===== src/rtl/spi_transaction_sequencer_pkg.sv =====
// ----------------------------------------------------------------------------
// spi_transaction_sequencer_pkg : shared types and defaults for the SPI sequencer
// Rev 1.0
// ----------------------------------------------------------------------------
`default_nettype none

package spi_transaction_sequencer_pkg;

    typedef enum logic [2:0] {
        IDLE  = 3'd0,
        ISSUE = 3'd1,
        BUSY  = 3'd2,
        RESP  = 3'd3,
        GAP   = 3'd4
    } seq_state_e;

    localparam logic OP_READ  = 1'b1;
    localparam logic OP_WRITE = 1'b0;

    localparam int DEF_CMD_DEPTH      = 4;
    localparam int DEF_TIMEOUT_CYCLES = 1024;
    localparam int DEF_INTER_GAP      = 2;

    // Command word layout: {op, slave[1:0], wdata[15:0]}
    localparam int CMD_W = 19;

    function automatic int cnt_width(input int n);
        return (n > 1) ? $clog2(n) : 1;
    endfunction

endpackage

`default_nettype wire


===== src/rtl/spi_cmd_fifo.sv =====
// ----------------------------------------------------------------------------
// spi_cmd_fifo : synchronous command FIFO with registered full/empty, no bypass
// Rev 1.0
// ----------------------------------------------------------------------------
`default_nettype none

module spi_cmd_fifo
    import spi_transaction_sequencer_pkg::*;
#(
    parameter int DEPTH = DEF_CMD_DEPTH,
    parameter int WIDTH = CMD_W
) (
    input  logic             clk,
    input  logic             rst_n,
    input  logic             push_i,
    input  logic [WIDTH-1:0] wdata_i,
    input  logic             pop_i,
    output logic [WIDTH-1:0] rdata_o,
    output logic             full_o,
    output logic             empty_o
);

    localparam int AW = cnt_width(DEPTH);

    logic [WIDTH-1:0] mem_q [DEPTH];
    logic [AW-1:0]    wptr_q, rptr_q;
    logic [AW-1:0]    wptr_inc, rptr_inc;
    logic             full_q, empty_q;
    logic             full_d, empty_d;
    logic             push_ok, pop_ok;

    // A push is judged only against the registered full flag, so a
    // simultaneous pop never frees room for it.
    assign push_ok  = push_i & ~full_q;
    assign pop_ok   = pop_i & ~empty_q;
    assign wptr_inc = wptr_q + AW'(1);
    assign rptr_inc = rptr_q + AW'(1);

    always_comb begin
        full_d  = full_q;
        empty_d = empty_q;
        if (push_ok && !pop_ok) begin
            empty_d = 1'b0;
            full_d  = (wptr_inc == rptr_q);
        end else if (pop_ok && !push_ok) begin
            full_d  = 1'b0;
            empty_d = (rptr_inc == wptr_q);
        end
    end

    always_ff @(posedge clk) begin
        if (!rst_n) begin
            wptr_q  <= '0;
            rptr_q  <= '0;
            full_q  <= 1'b0;
            empty_q <= 1'b1;
        end else begin
            if (push_ok) wptr_q <= wptr_inc;
            if (pop_ok)  rptr_q <= rptr_inc;
            full_q  <= full_d;
            empty_q <= empty_d;
        end
    end

    always_ff @(posedge clk) begin
        if (push_ok) mem_q[wptr_q] <= wdata_i;
    end

    assign rdata_o = mem_q[rptr_q];
    assign full_o  = full_q;
    assign empty_o = empty_q;

endmodule

`default_nettype wire


===== src/rtl/spi_transaction_sequencer.sv =====
// ----------------------------------------------------------------------------
// spi_transaction_sequencer : queues SPI commands and runs them one at a time
// Rev 1.0
// ----------------------------------------------------------------------------
`default_nettype none

module spi_transaction_sequencer
    import spi_transaction_sequencer_pkg::*;
#(
    parameter int CMD_DEPTH      = DEF_CMD_DEPTH,
    parameter int TIMEOUT_CYCLES = DEF_TIMEOUT_CYCLES,
    parameter int INTER_GAP      = DEF_INTER_GAP
) (
    input  logic        clk,
    input  logic        rst_n,
    input  logic        cmd_valid,
    output logic        cmd_ready,
    input  logic        cmd_op,
    input  logic [1:0]  cmd_slave,
    input  logic [15:0] cmd_wdata,
    output logic        rsp_valid,
    input  logic        rsp_ready,
    output logic [7:0]  rsp_rdata,
    output logic        rsp_op,
    output logic [1:0]  rsp_slave,
    output logic        rsp_timeout,
    output logic        spi_enable,
    output logic        spi_start_transaction,
    output logic [1:0]  spi_slave,
    output logic        spi_operation,
    output logic [15:0] spi_outgoing_data,
    input  logic        spi_end_of_transaction,
    input  logic [7:0]  spi_incoming_data,
    output logic [7:0]  timeout_count
);

    localparam int TW = cnt_width(TIMEOUT_CYCLES);
    localparam int GW = cnt_width(INTER_GAP);
    localparam logic [TW-1:0] TMO_LAST = TW'((TIMEOUT_CYCLES > 0) ? TIMEOUT_CYCLES - 1 : 0);
    localparam logic [GW-1:0] GAP_LAST = GW'((INTER_GAP > 0) ? INTER_GAP - 1 : 0);

    seq_state_e        state_q;
    logic              enable_q, start_q;
    logic              op_q;
    logic [1:0]        slave_q;
    logic [15:0]       wdata_q;
    logic              rsp_valid_q, rsp_op_q, rsp_timeout_q;
    logic [7:0]        rsp_rdata_q;
    logic [1:0]        rsp_slave_q;
    logic [7:0]        tmo_count_q;
    logic [TW-1:0]     wait_cnt_q;
    logic [GW-1:0]     gap_cnt_q;

    logic              fifo_full, fifo_empty, fifo_pop;
    logic [CMD_W-1:0]  fifo_rdata;
    logic              head_op;
    logic [1:0]        head_slave;
    logic [15:0]       head_wdata;

    assign fifo_pop = (state_q == IDLE) && !fifo_empty;
    assign {head_op, head_slave, head_wdata} = fifo_rdata;

    spi_cmd_fifo #(
        .DEPTH (CMD_DEPTH),
        .WIDTH (CMD_W)
    ) u_cmd_fifo (
        .clk     (clk),
        .rst_n   (rst_n),
        .push_i  (cmd_valid),
        .wdata_i ({cmd_op, cmd_slave, cmd_wdata}),
        .pop_i   (fifo_pop),
        .rdata_o (fifo_rdata),
        .full_o  (fifo_full),
        .empty_o (fifo_empty)
    );

    always_ff @(posedge clk) begin
        if (!rst_n) begin
            state_q       <= IDLE;
            enable_q      <= 1'b0;
            start_q       <= 1'b0;
            op_q          <= OP_WRITE;
            slave_q       <= '0;
            wdata_q       <= '0;
            rsp_valid_q   <= 1'b0;
            rsp_rdata_q   <= '0;
            rsp_op_q      <= 1'b0;
            rsp_slave_q   <= '0;
            rsp_timeout_q <= 1'b0;
            tmo_count_q   <= '0;
            wait_cnt_q    <= '0;
            gap_cnt_q     <= '0;
        end else begin
            enable_q <= 1'b1;
            case (state_q)
                IDLE: begin
                    if (!fifo_empty) begin
                        op_q    <= head_op;
                        slave_q <= head_slave;
                        wdata_q <= head_wdata;
                        state_q <= ISSUE;
                    end
                end
                ISSUE: begin
                    start_q    <= 1'b1;
                    wait_cnt_q <= '0;
                    state_q    <= BUSY;
                end
                BUSY: begin
                    // End of transaction beats the timeout on the terminal cycle.
                    if (spi_end_of_transaction) begin
                        rsp_rdata_q   <= (op_q == OP_READ) ? spi_incoming_data : 8'h00;
                        rsp_timeout_q <= 1'b0;
                        rsp_op_q      <= op_q;
                        rsp_slave_q   <= slave_q;
                        rsp_valid_q   <= 1'b1;
                        start_q       <= 1'b0;
                        state_q       <= RESP;
                    end else if (wait_cnt_q == TMO_LAST) begin
                        rsp_rdata_q   <= 8'h00;
                        rsp_timeout_q <= 1'b1;
                        rsp_op_q      <= op_q;
                        rsp_slave_q   <= slave_q;
                        rsp_valid_q   <= 1'b1;
                        start_q       <= 1'b0;
                        if (tmo_count_q != 8'hFF) tmo_count_q <= tmo_count_q + 8'd1;
                        state_q       <= RESP;
                    end else begin
                        wait_cnt_q <= wait_cnt_q + TW'(1);
                    end
                end
                RESP: begin
                    if (rsp_ready) begin
                        rsp_valid_q <= 1'b0;
                        gap_cnt_q   <= '0;
                        state_q     <= (INTER_GAP == 0) ? IDLE : GAP;
                    end
                end
                GAP: begin
                    if (gap_cnt_q == GAP_LAST) state_q <= IDLE;
                    else                       gap_cnt_q <= gap_cnt_q + GW'(1);
                end
                default: state_q <= IDLE;
            endcase
        end
    end

    assign cmd_ready             = !fifo_full;
    assign rsp_valid             = rsp_valid_q;
    assign rsp_rdata             = rsp_rdata_q;
    assign rsp_op                = rsp_op_q;
    assign rsp_slave             = rsp_slave_q;
    assign rsp_timeout           = rsp_timeout_q;
    assign spi_enable            = enable_q;
    assign spi_start_transaction = start_q;
    assign spi_slave             = slave_q;
    assign spi_operation         = op_q;
    assign spi_outgoing_data     = wdata_q;
    assign timeout_count         = tmo_count_q;

endmodule

`default_nettype wire


===== config.mk =====
export PLATFORM = sky130hd
export DESIGN_NAME = spi_transaction_sequencer
export DESIGN_NICKNAME = d
export VERILOG_FILES = /design/src/rtl/spi_transaction_sequencer_pkg.sv /design/src/rtl/spi_cmd_fifo.sv /design/src/rtl/spi_transaction_sequencer.sv
export SDC_FILE = /design/constraint.sdc
export NUM_CORES = 1
export LEC_CHECK = 0
export CORE_ASPECT_RATIO = 0.8
export CORE_UTILIZATION = 35
export CTS_CLUSTER_SIZE = 28
export DETAILED_ROUTE_END_ITERATION = 8
export PLACE_DENSITY = 0.54
export RECOVER_POWER = 50
export SLEW_MARGIN = 20
export SYNTH_ARGS = -nofsm -noshare
export SYNTH_HDL_FRONTEND = slang
export SYNTH_SLANG_ARGS = --single-unit
export TNS_END_PERCENT = 10

===== constraint.sdc =====
create_clock -name clk -period 3.53 [get_ports clk]
set_input_delay 0.5295 -clock clk [delete_from_list [all_inputs] [get_ports clk]]
set_output_delay 0.5295 -clock clk [all_outputs]
set_load 0.05 [all_outputs]

# == Yosys cells after proc, flatten, opt, wreduce, memory -nomap -nowiden ==
# Memory sizes are Yosys's and may differ from the RTL's. A register that Yosys moved wholly into a read port is not among the register bits.
# Cells that the tools add are included.
# totals
register_bits,43
latch_bits,0
ram_bits,76
rom_bits,0
inputBits,32
out_inout_bits,43
word_cells,95
mem_count,1
# memory_table
memory,words,word_bits,read_ports,rd_clocked_by_memory_dff,write_ports,line_no,source
u_cmd_fifo.mem_q,4,19,1,1,1,spi_cmd_fifo.sv:25,logic [WIDTH-1:0] mem_q [DEPTH];
# op_classes
addsub,5
multipliers,0
div,0
n_lt_le_gt_ge,0
n_eq_ne,14
n_shift,0
muxes,33
bitwise,5
reduce_logical,22
# ops
operator,n
$mux W8,3
$mux W10,2
$pmux W10 S2,1
$mux W1,16
$mux W3,5
$pmux W3 S5,1
$add A10 B1 Y10 const B,1
$eq A10 B10 Y1 const B,1
$ne A2 B2 Y1 const B,5
$reduce_bool A2 Y1,5
$add A8 B1 Y8 const B,1
$ne A8 B8 Y1 const B,1
$reduce_and A2 Y1,4
$reduce_and A4 Y1,2
$eq A3 B2 Y1 const B,2
$pmux W1 S2,3
$reduce_and A3 Y1,2
$logic_not A1 Y1,5
$add A2 B1 Y2 const B,2
$eq A2 B2 Y1,2
$mux W2,2
$eq A3 B1 Y1 const B,1
$eq A3 B3 Y1 const B,1
$logic_and A1 B1 Y1,3
5 further kinds,8

# == Depth between registers and ports, before layout ==
# Gate-level depths: netlist of the first run.
# depth
depth_word,6
mapped_depth,9

# == By module ==
# A second synthesis of the first run with hierarchy kept.
# hier_totals
cells_unflattened,409
hier_area_um2,5514.0
# by_module_without_submodules
mod,n_inst,cells_per_inst,area_each_um2,seq_area_each_um2
spi_cmd_fifo,1,142,3208.1,2442.3
spi_transaction_sequencer,1,267,2306.0,1121.1

# == Worst setup path before layout of the first run ==
# OpenSTA, ideal clock, no wires.
# synth_path
path_type,register -> register
start,register state_q[2]
end,register u_cmd_fifo.empty_q (netlist: u_cmd_fifo.empty_o)
setup_time_ns,0.106
t_arrival_ns,1.889
path_slack_ns,1.535
stages_incl_launch_ff,7
n_path_buf,2
path_cell_list,dfxtp_1 -> clkbuf_1 -> nor4_1 -> inv_1 -> clkbuf_1 -> ha_1 -> o311ai_0
# synth_between
elab_chain_len,6
# synth_lines
element,line_no,source
"start, declared",spi_transaction_sequencer.sv:42,seq_state_e state_q;
"start signal, assigned",spi_transaction_sequencer.sv:136,state_q <= (INTER_GAP == 0) ? IDLE : GAP;
$logic_not A3 Y1 *,spi_transaction_sequencer.sv:60,assign fifo_pop = (state_q == IDLE) && !fifo_empty;
$logic_and A1 B1 Y1 *,spi_transaction_sequencer.sv:60,
$and A1 B1 Y1 *,spi_cmd_fifo.sv:35,assign pop_ok = pop_i & ~empty_q;
$logic_not A1 Y1,spi_cmd_fifo.sv:42,if (push_ok && !pop_ok) begin
$logic_and A1 B1 Y1,spi_cmd_fifo.sv:42,
$mux W1 / $reduce_bool A2 Y1 (equally long branches),n/a,
"end signal, assigned",spi_cmd_fifo.sv:61,empty_q <= empty_d;
"end, declared",spi_cmd_fifo.sv:28,"logic full_q, empty_q;"
# Mark *: on every way between the ends. The rest lies on a longest branch, timed or not.
# A chain may end at the register's enable or synchronous reset.

# == Worst setup path after layout of the first run ==
# layout_path
start,input port cmd_valid
end,memory u_cmd_fifo.mem_q[1][12] in the netlist's numbering (enable)
# layout_between
elab_chain_len,3
# layout_lines
element,line_no,source
"start, declared",spi_transaction_sequencer.sv:16,"input logic cmd_valid,"
$and A1 B1 Y1,spi_cmd_fifo.sv:34,assign push_ok = push_i & ~full_q;
$mux W1,spi_cmd_fifo.sv:66,if (push_ok) mem_q[wptr_q] <= wdata_i;
$mux W1 (implied by the code),spi_cmd_fifo.sv:66,
"end, declared",spi_cmd_fifo.sv:25,
# No other way between the ends.

==> results of run 1 <==
per-layer routing:
layer | up-vias | track usage, % | wire length [µm] | part of all wire (%)
li1 | 1726 | - | - | -
met1 | 1723 | 20.9 | 5510 | 49
met2 | 91 | 23.5 | 5180 | 46
met3 | 10 | 5.08 | 530 | 4.7
met4 | 0 | 5.07 | 121 | 1.1
met5 | - | 0 | 0 | 0
layout make-up:
| cell class | instances | area share [%] |
|---|---|---|
| Sequential cell | 138 | 50.8 |
| Inverter | 10 | 0.541 |
| Tap cell | 210 | 3.79 |
| Clock inverter | 9 | 0.848 |
| Multi-Input combinational cell | 256 | 25.2 |
| Timing Repair Buffer | 82 | 11.3 |
| Clock buffer | 23 | 7.52 |
power by group:
group | total [mW] | leakage [nW] | internal (mW) | switching (mW)
logic | 0.846 | 0.790 | 0.349 | 0.497
registers | 1.99 | 1.20 | 1.84 | 0.146
clock network | 1.69 | 0.288 | 1.04 | 0.653
logic make-up (layout without fill, tap and decap cells):
family                   count (synthesis)  count (layout)
AO/OA/AOI/OAI                           71              71
flip-flops                             138             138
AND/OR/NAND/NOR                        148             148
XOR/XNOR                                 9               9
adder cells (fa/ha/maj)                  7               7
buffers and inverters                   33             124
multiplexers                            21              21
state kept, by name (all words and copies together) (netlist names), 2 cells and up:
signal,count
wait_cnt_q,10
state_q,3
rsp_rdata,8
u_cmd_fifo.mem_q,76
u_cmd_fifo.wptr_q,2
spi_outgoing_data,16
u_cmd_fifo.rptr_q,2
timeout_count,8
spi_slave,2
rsp_slave,2
worst min-delay path by stage:
stage	startpoint	endpoint	slack [ns]	depth (start not counted)
after floorplan	wait_cnt_q[9]	wait_cnt_q[9]	0.46	2
after global placement	spi_outgoing_data[8]	spi_outgoing_data[8]	0.45	2
after detailed placement	spi_outgoing_data[5]	spi_outgoing_data[5]	0.45	2
after CTS	spi_outgoing_data[5]	spi_outgoing_data[5]	0.46	2
after global routing	spi_outgoing_data[15]	spi_outgoing_data[15]	0.48	2
final	rsp_rdata[1]	rsp_rdata[1]	0.46	2
through the flow:
step	worst slack, ns	power [mW]
floorplan	1.53	2.59
global route	0.686	4.74
detailed placement	0.933	2.89
finish	0.839	4.52
global placement	1.00	2.87
CTS	1.13	4.59
worst max-delay path, stage by stage:
cell           delay [ns]
dlygate4sd3_1        0.52
nor2b_1              0.49
and2_0               0.21
clkbuf_1             0.95
cell usage in the layout (no fill, tap or decap), types with 3 or more instances in the layout:
cell type         n
a211oi_1          3
a21oi_1          33
a31oi_1           3
buf_4             3
clkbuf_1          7
clkbuf_16        20
clkdlybuf4s50_1  53
clkinv_2          5
dfxtp_1          60
dlygate4sd3_1    21
edfxtp_1         76
ha_1              7
inv_1             9
mux4_2           19
nand2_1          64
nand2b_1          4
nand3_1          19
nand4_1           3
nor2_1           27
nor2b_1           4
nor3_1            5
nor4_1            3
o21a_1            4
o21ai_0          17
or3_1             3
xnor2_1           6
xor2_1            3
==> impl_metrics.env, run 1 <==
export IMPL_yosysSeqAreaShare_pct=65.2
export IMPL_ys_ff_latch=138
export IMPL_clock_latency_ns=0.42
export IMPL_cts_buffers=17
export IMPL_finish_cell_count_without_fillers=728
export IMPL_cts_tree="done"
export IMPL_critPathRequiredTime_ns=3.55
export IMPL_place_area_um2=6380
export IMPL_fin_area_um2=6940
export IMPL_place_hpwl_um=7220
export IMPL_post_synth_top_area_fraction_pct=42.3
export IMPL_rr_startpoint="u_cmd_fifo.full_o"
export IMPL_hold_viol_final=0
export IMPL_hold_path_class="reg2reg"
export IMPL_min_period_over_period_pct=76.2
export IMPL_yosys_warnings=0
export IMPL_p_leak_nw=2.28
export IMPL_critPathMaxFanout=19
export IMPL_syn2layout_area_growth_pct=28.4
export IMPL_diodes=0
export IMPL_cts_root_buf="clkbuf_16"
export IMPL_fp_coreArea_um2=15100
export IMPL_syn_area_um2=5400
export IMPL_worstMarginPinSlew_ns=1.30
export IMPL_grt_max_degree=26
export IMPL_fp_dieH_um=113
export IMPL_async_flop_share_pct=0
export IMPL_clockBufferDepth=2
export IMPL_clock_sinks=138
export IMPL_syn_nets=466
export IMPL_r2r_end="u_cmd_fifo.mem_q[1][12]"
export IMPL_post_synth_top_count_cell="edfxtp_1"
export IMPL_post_drt_wl_per_cell_um=15.6
export IMPL_slew_viol_final=0
export IMPL_gp_congestion=0.744
export IMPL_dr_pass1_iters=6
export IMPL_cts_resized=0
export IMPL_synth_xor_area_share_pct=1.46
export IMPL_end_kind="flip-flop"
export IMPL_worstSetupStartpointType="primary input"
export IMPL_crit_end="u_cmd_fifo.mem_q[1][12]"
export IMPL_grt_overflow=0
export IMPL_io_pin_count=75
export IMPL_final_nets=544
export IMPL_drc=0
export IMPL_cts_clk_slew_worst_paths_ns=0.06
export IMPL_setup_violations=0
export IMPL_fin_util_pct=46.0
export IMPL_dr_total_vias=3550
export IMPL_dieWidth_um=141
export IMPL_grt_antenna_before_repair=0
export IMPL_holdWs_ns=0.456
export IMPL_max_freq_mhz=372
export IMPL_relSlewSlack_pct=13.5
export IMPL_start_util_pct=35.8
export IMPL_drtIter0Drc=238
export IMPL_synth_simple_gate_area_share_pct=13.3
export IMPL_drive_gt1_share_pct=12.0
export IMPL_yosys_top_cells_count="76 x edfxtp_1, 64 x nand2_1, 62 x dfxtp_1"
export IMPL_h_tree_depth=4
export IMPL_drv_cap=0
export IMPL_grt_pass1_wl_um=18400
export IMPL_synth_compound_area_share_pct=7.67
export IMPL_yosys_area_top_type="edfxtp_1"
export IMPL_grt_pass1_vias=3497
export IMPL_netlist_instances=427
export IMPL_post_route_min_period_ns=2.69
export IMPL_r2r_setup_slack_ns=1.13
export IMPL_cts_hold_buffers=0
export IMPL_synth_ff_type="edfxtp_1"
export IMPL_track_usage_pct=15.4
export IMPL_ir_drop_uv=412
export IMPL_status="complete, no violations"
export IMPL_avgSynthCellArea_um2=12.6
export IMPL_synth_adder_area_share_pct=1.62
export IMPL_fin_setup_tns_ns=0
export IMPL_synth_top_family_by_area="simple AND/OR/NAND/NOR gates"
export IMPL_multi_input_area_um2=1750
export IMPL_worstSetupPathType="in2reg"
export IMPL_die_area_um2=15900
export IMPL_worst_r2r_path_depth=3
export IMPL_totalWireLength_um=11300
export IMPL_crit_arrival_ns=2.71
export IMPL_via_per_inst=4.88
export IMPL_register_area_um2=3530
export IMPL_fillCellCount=1371
export IMPL_ant_nets=0
export IMPL_synthTopCellsByArea="edfxtp_1 42%, dfxtp_1 23%, mux4_2 7.9%"
export IMPL_skew_ns=0.00765
export IMPL_synth_edff_count=76
export IMPL_row_count=40
export IMPL_post_cts_buffers=0
export IMPL_portBuffers=74
export IMPL_rsz0062_at_grt="false"
export IMPL_yosys_cell_types_count=48
export IMPL_worstSetupStartpoint="cmd_valid"
export IMPL_synthMuxAreaShare_pct=8.29
export IMPL_dp_cells=696
export IMPL_p_per_area_nw_per_um2=652
Note: power is estimated with default switching activity, not from simulation.
==> run 2, diff against run 1 <==
PLACE_DENSITY = 0.56   (was 0.54)
clock period = 2.25 ns   (was 3.53 ns; I/O delays follow)
==> run 2 against run 1 <==
Global-route usage shrank 0.23 points. Cell area is 1.4% higher. Combinational power is 78% higher. Final cell count is 1.5% higher.
==> impl_metrics.env, run 2 (synthesized netlist as in run 1, its figures left out) <==
export IMPL_status="complete, no violations"
export IMPL_grt_pass1_vias=3467
export IMPL_worst_r2r_path_depth=6
export IMPL_grt_max_degree=31
export IMPL_fp_coreArea_um2=15100
export IMPL_register_area_um2=3520
export IMPL_cts_root_buf="clkbuf_16"
export IMPL_dr_pass1_iters=4
export IMPL_fillCellCount=1365
export IMPL_max_freq_mhz=472
export IMPL_path_cells="ha_1 -> nand3_2 -> or3_1 -> nor4_1 -> mux2i_1 -> nor2_1"
export IMPL_hold_viol_final=0
export IMPL_p_per_area_nw_per_um2=1020
export IMPL_cts_clk_slew_worst_paths_ns=0.06
export IMPL_worstSetupPathType="reg2reg"
export IMPL_min_period_over_period_pct=94.1
export IMPL_layout_commonest_cell="edfxtp_1"
export IMPL_skew_ns=0.00867
export IMPL_cp_top_family="simple AND/OR/NAND/NOR gates"
export IMPL_grt_pass1_wl_um=18100
export IMPL_clock_latency_ns=0.42
export IMPL_place_hpwl_um=7120
export IMPL_cts_hold_buffers=0
export IMPL_h_tree_depth=4
export IMPL_min_delay_path_depth=2
export IMPL_critPathSlowestCell="or3_1"
export IMPL_io_pin_count=75
export IMPL_final_nets=555
export IMPL_via_per_inst=4.75
export IMPL_drtIter0Drc=192
export IMPL_setup_violations=0
export IMPL_largest_reg_flops=76
export IMPL_ir_drop_uv=621
export IMPL_rsz0062_at_grt="false"
export IMPL_die_area_um2=15900
export IMPL_post_cts_buffers=0
export IMPL_fin_setup_tns_ns=0
export IMPL_clock_sinks=138
export IMPL_crit_arrival_ns=2.42
export IMPL_dp_slack_ns=0.111
export IMPL_portBuffers=74
export IMPL_p_leak_nw=2.33
export IMPL_hold_path_class="reg2reg"
export IMPL_dr_total_vias=3510
export IMPL_syn2layout_area_growth_pct=30.2
export IMPL_cts_tree="done"
export IMPL_path_buf_inv=0
export IMPL_dieWidth_um=141
export IMPL_r2r_setup_slack_ns=0.13
export IMPL_r2r_end="timeout_count[6]"
export IMPL_slew_viol_final=0
export IMPL_grt_antenna_before_repair=1
export IMPL_cts_buffers=17
export IMPL_fp_dieH_um=113
export IMPL_worstSetupStartpointType="flip-flop"
export IMPL_drive_gt1_share_pct=14.6
export IMPL_final_cell_mix="76 x edfxtp_1, 64 x nand2_1, 62 x dfxtp_1"
export IMPL_track_usage_pct=15.2
export IMPL_critPathMaxFanout=8
export IMPL_critPathRequiredTime_ns=2.56
export IMPL_drv_cap=0
export IMPL_slowest_delay_ns=0.54
export IMPL_finalPower_mw=7.20
export IMPL_post_drt_wl_per_cell_um=15.0
export IMPL_hold_start="spi_outgoing_data[3]"
export IMPL_end_kind="flip-flop"
export IMPL_drc=0
export IMPL_cts_resized=0
export IMPL_diodes=0
export IMPL_row_count=40
export IMPL_regMostFlops="u_cmd_fifo.mem_q"
export IMPL_gp_congestion=0.792
export IMPL_worstMarginPinSlew_ns=1.04
export IMPL_start_util_pct=35.8
export IMPL_ant_nets=0
export IMPL_hold_path_end="spi_outgoing_data[3]"
export IMPL_grt_overflow=0
export IMPL_timing_final_ws_setup_ns=0.133
export IMPL_holdWs_ns=0.453
export IMPL_post_route_min_period_ns=2.12
export IMPL_totalWireLength_um=11100
export IMPL_relSlewSlack_pct=30.7
export IMPL_rr_startpoint="wait_cnt_q[0]"
export IMPL_clockBufferDepth=2
export IMPL_multi_input_area_um2=1760
[run 2: changes by cell type in the layout (fill, tap and decap cells not counted), moves of 3 or more]
cell,change
clkinvlp_4,+3
clkbuf_1,-5
clkbuf_2,+4
buf_4,+9
inv_6,+3
clkbuf_16,-3
[run 2: how the worst max path moves through the flow]
stage | start | end | slack (ns) | depth (start not counted)
global placement | spi_end_of_transaction | timeout_count[7] | 0.15 | 7
detailed placement | spi_end_of_transaction | timeout_count[7] | 0.11 | 7
CTS | wait_cnt_q[0] | wait_cnt_q[0] | 0.14 | 7
floorplan | state_q[2] | u_cmd_fifo.empty_o | 0.25 | 6
global route | wait_cnt_q[0] | timeout_count[6] | 0.03 | 6
finish | wait_cnt_q[0] | timeout_count[6] | 0.13 | 6
[run 2: layout make-up]
cell class | instances | area share, %
Inverter | 10 | 0.534
Tap cell | 210 | 3.74
Clock buffer | 17 | 6.05
Clock inverter | 15 | 2.12
Multi-Input combinational cell | 256 | 25.0
Sequential cell | 138 | 50.1
Timing Repair Buffer | 93 | 12.5
[run 2: worst min-delay path: cells and delay by family (launching register included)]
family,cells,cell delay (ns)
AND/OR/NAND/NOR,1,0.05
AO/OA/AOI/OAI,1,0.05
flip-flops,1,0.31
[run 2: report_power, final]
part / internal [mW] / switching (mW) / leakage, nW
Clock: 1.63 / 1.06 / 0.274
Sequential: 2.88 / 0.117 / 1.20
Combinational: 0.612 / 0.896 / 0.858
[run 2: routing by layer]
metal  GRT usage [%]  share of wire [%]
met4            5.87                1.6
met3            4.95                4.9
met5               0              0.072
met2            23.1                 44
met1            20.3                 49
[run 2: stage by stage]
step	std cells	cell area (µm²)	util [%]
3_5_place_dp	707	6520	43.3
3_3_place_gp	707	6520	43.3
5_1_grt	739	7030	46.7
2_1_floorplan	427	5400	-
4_1_cts	739	7100	47.1
6_report	739	7030	46.7
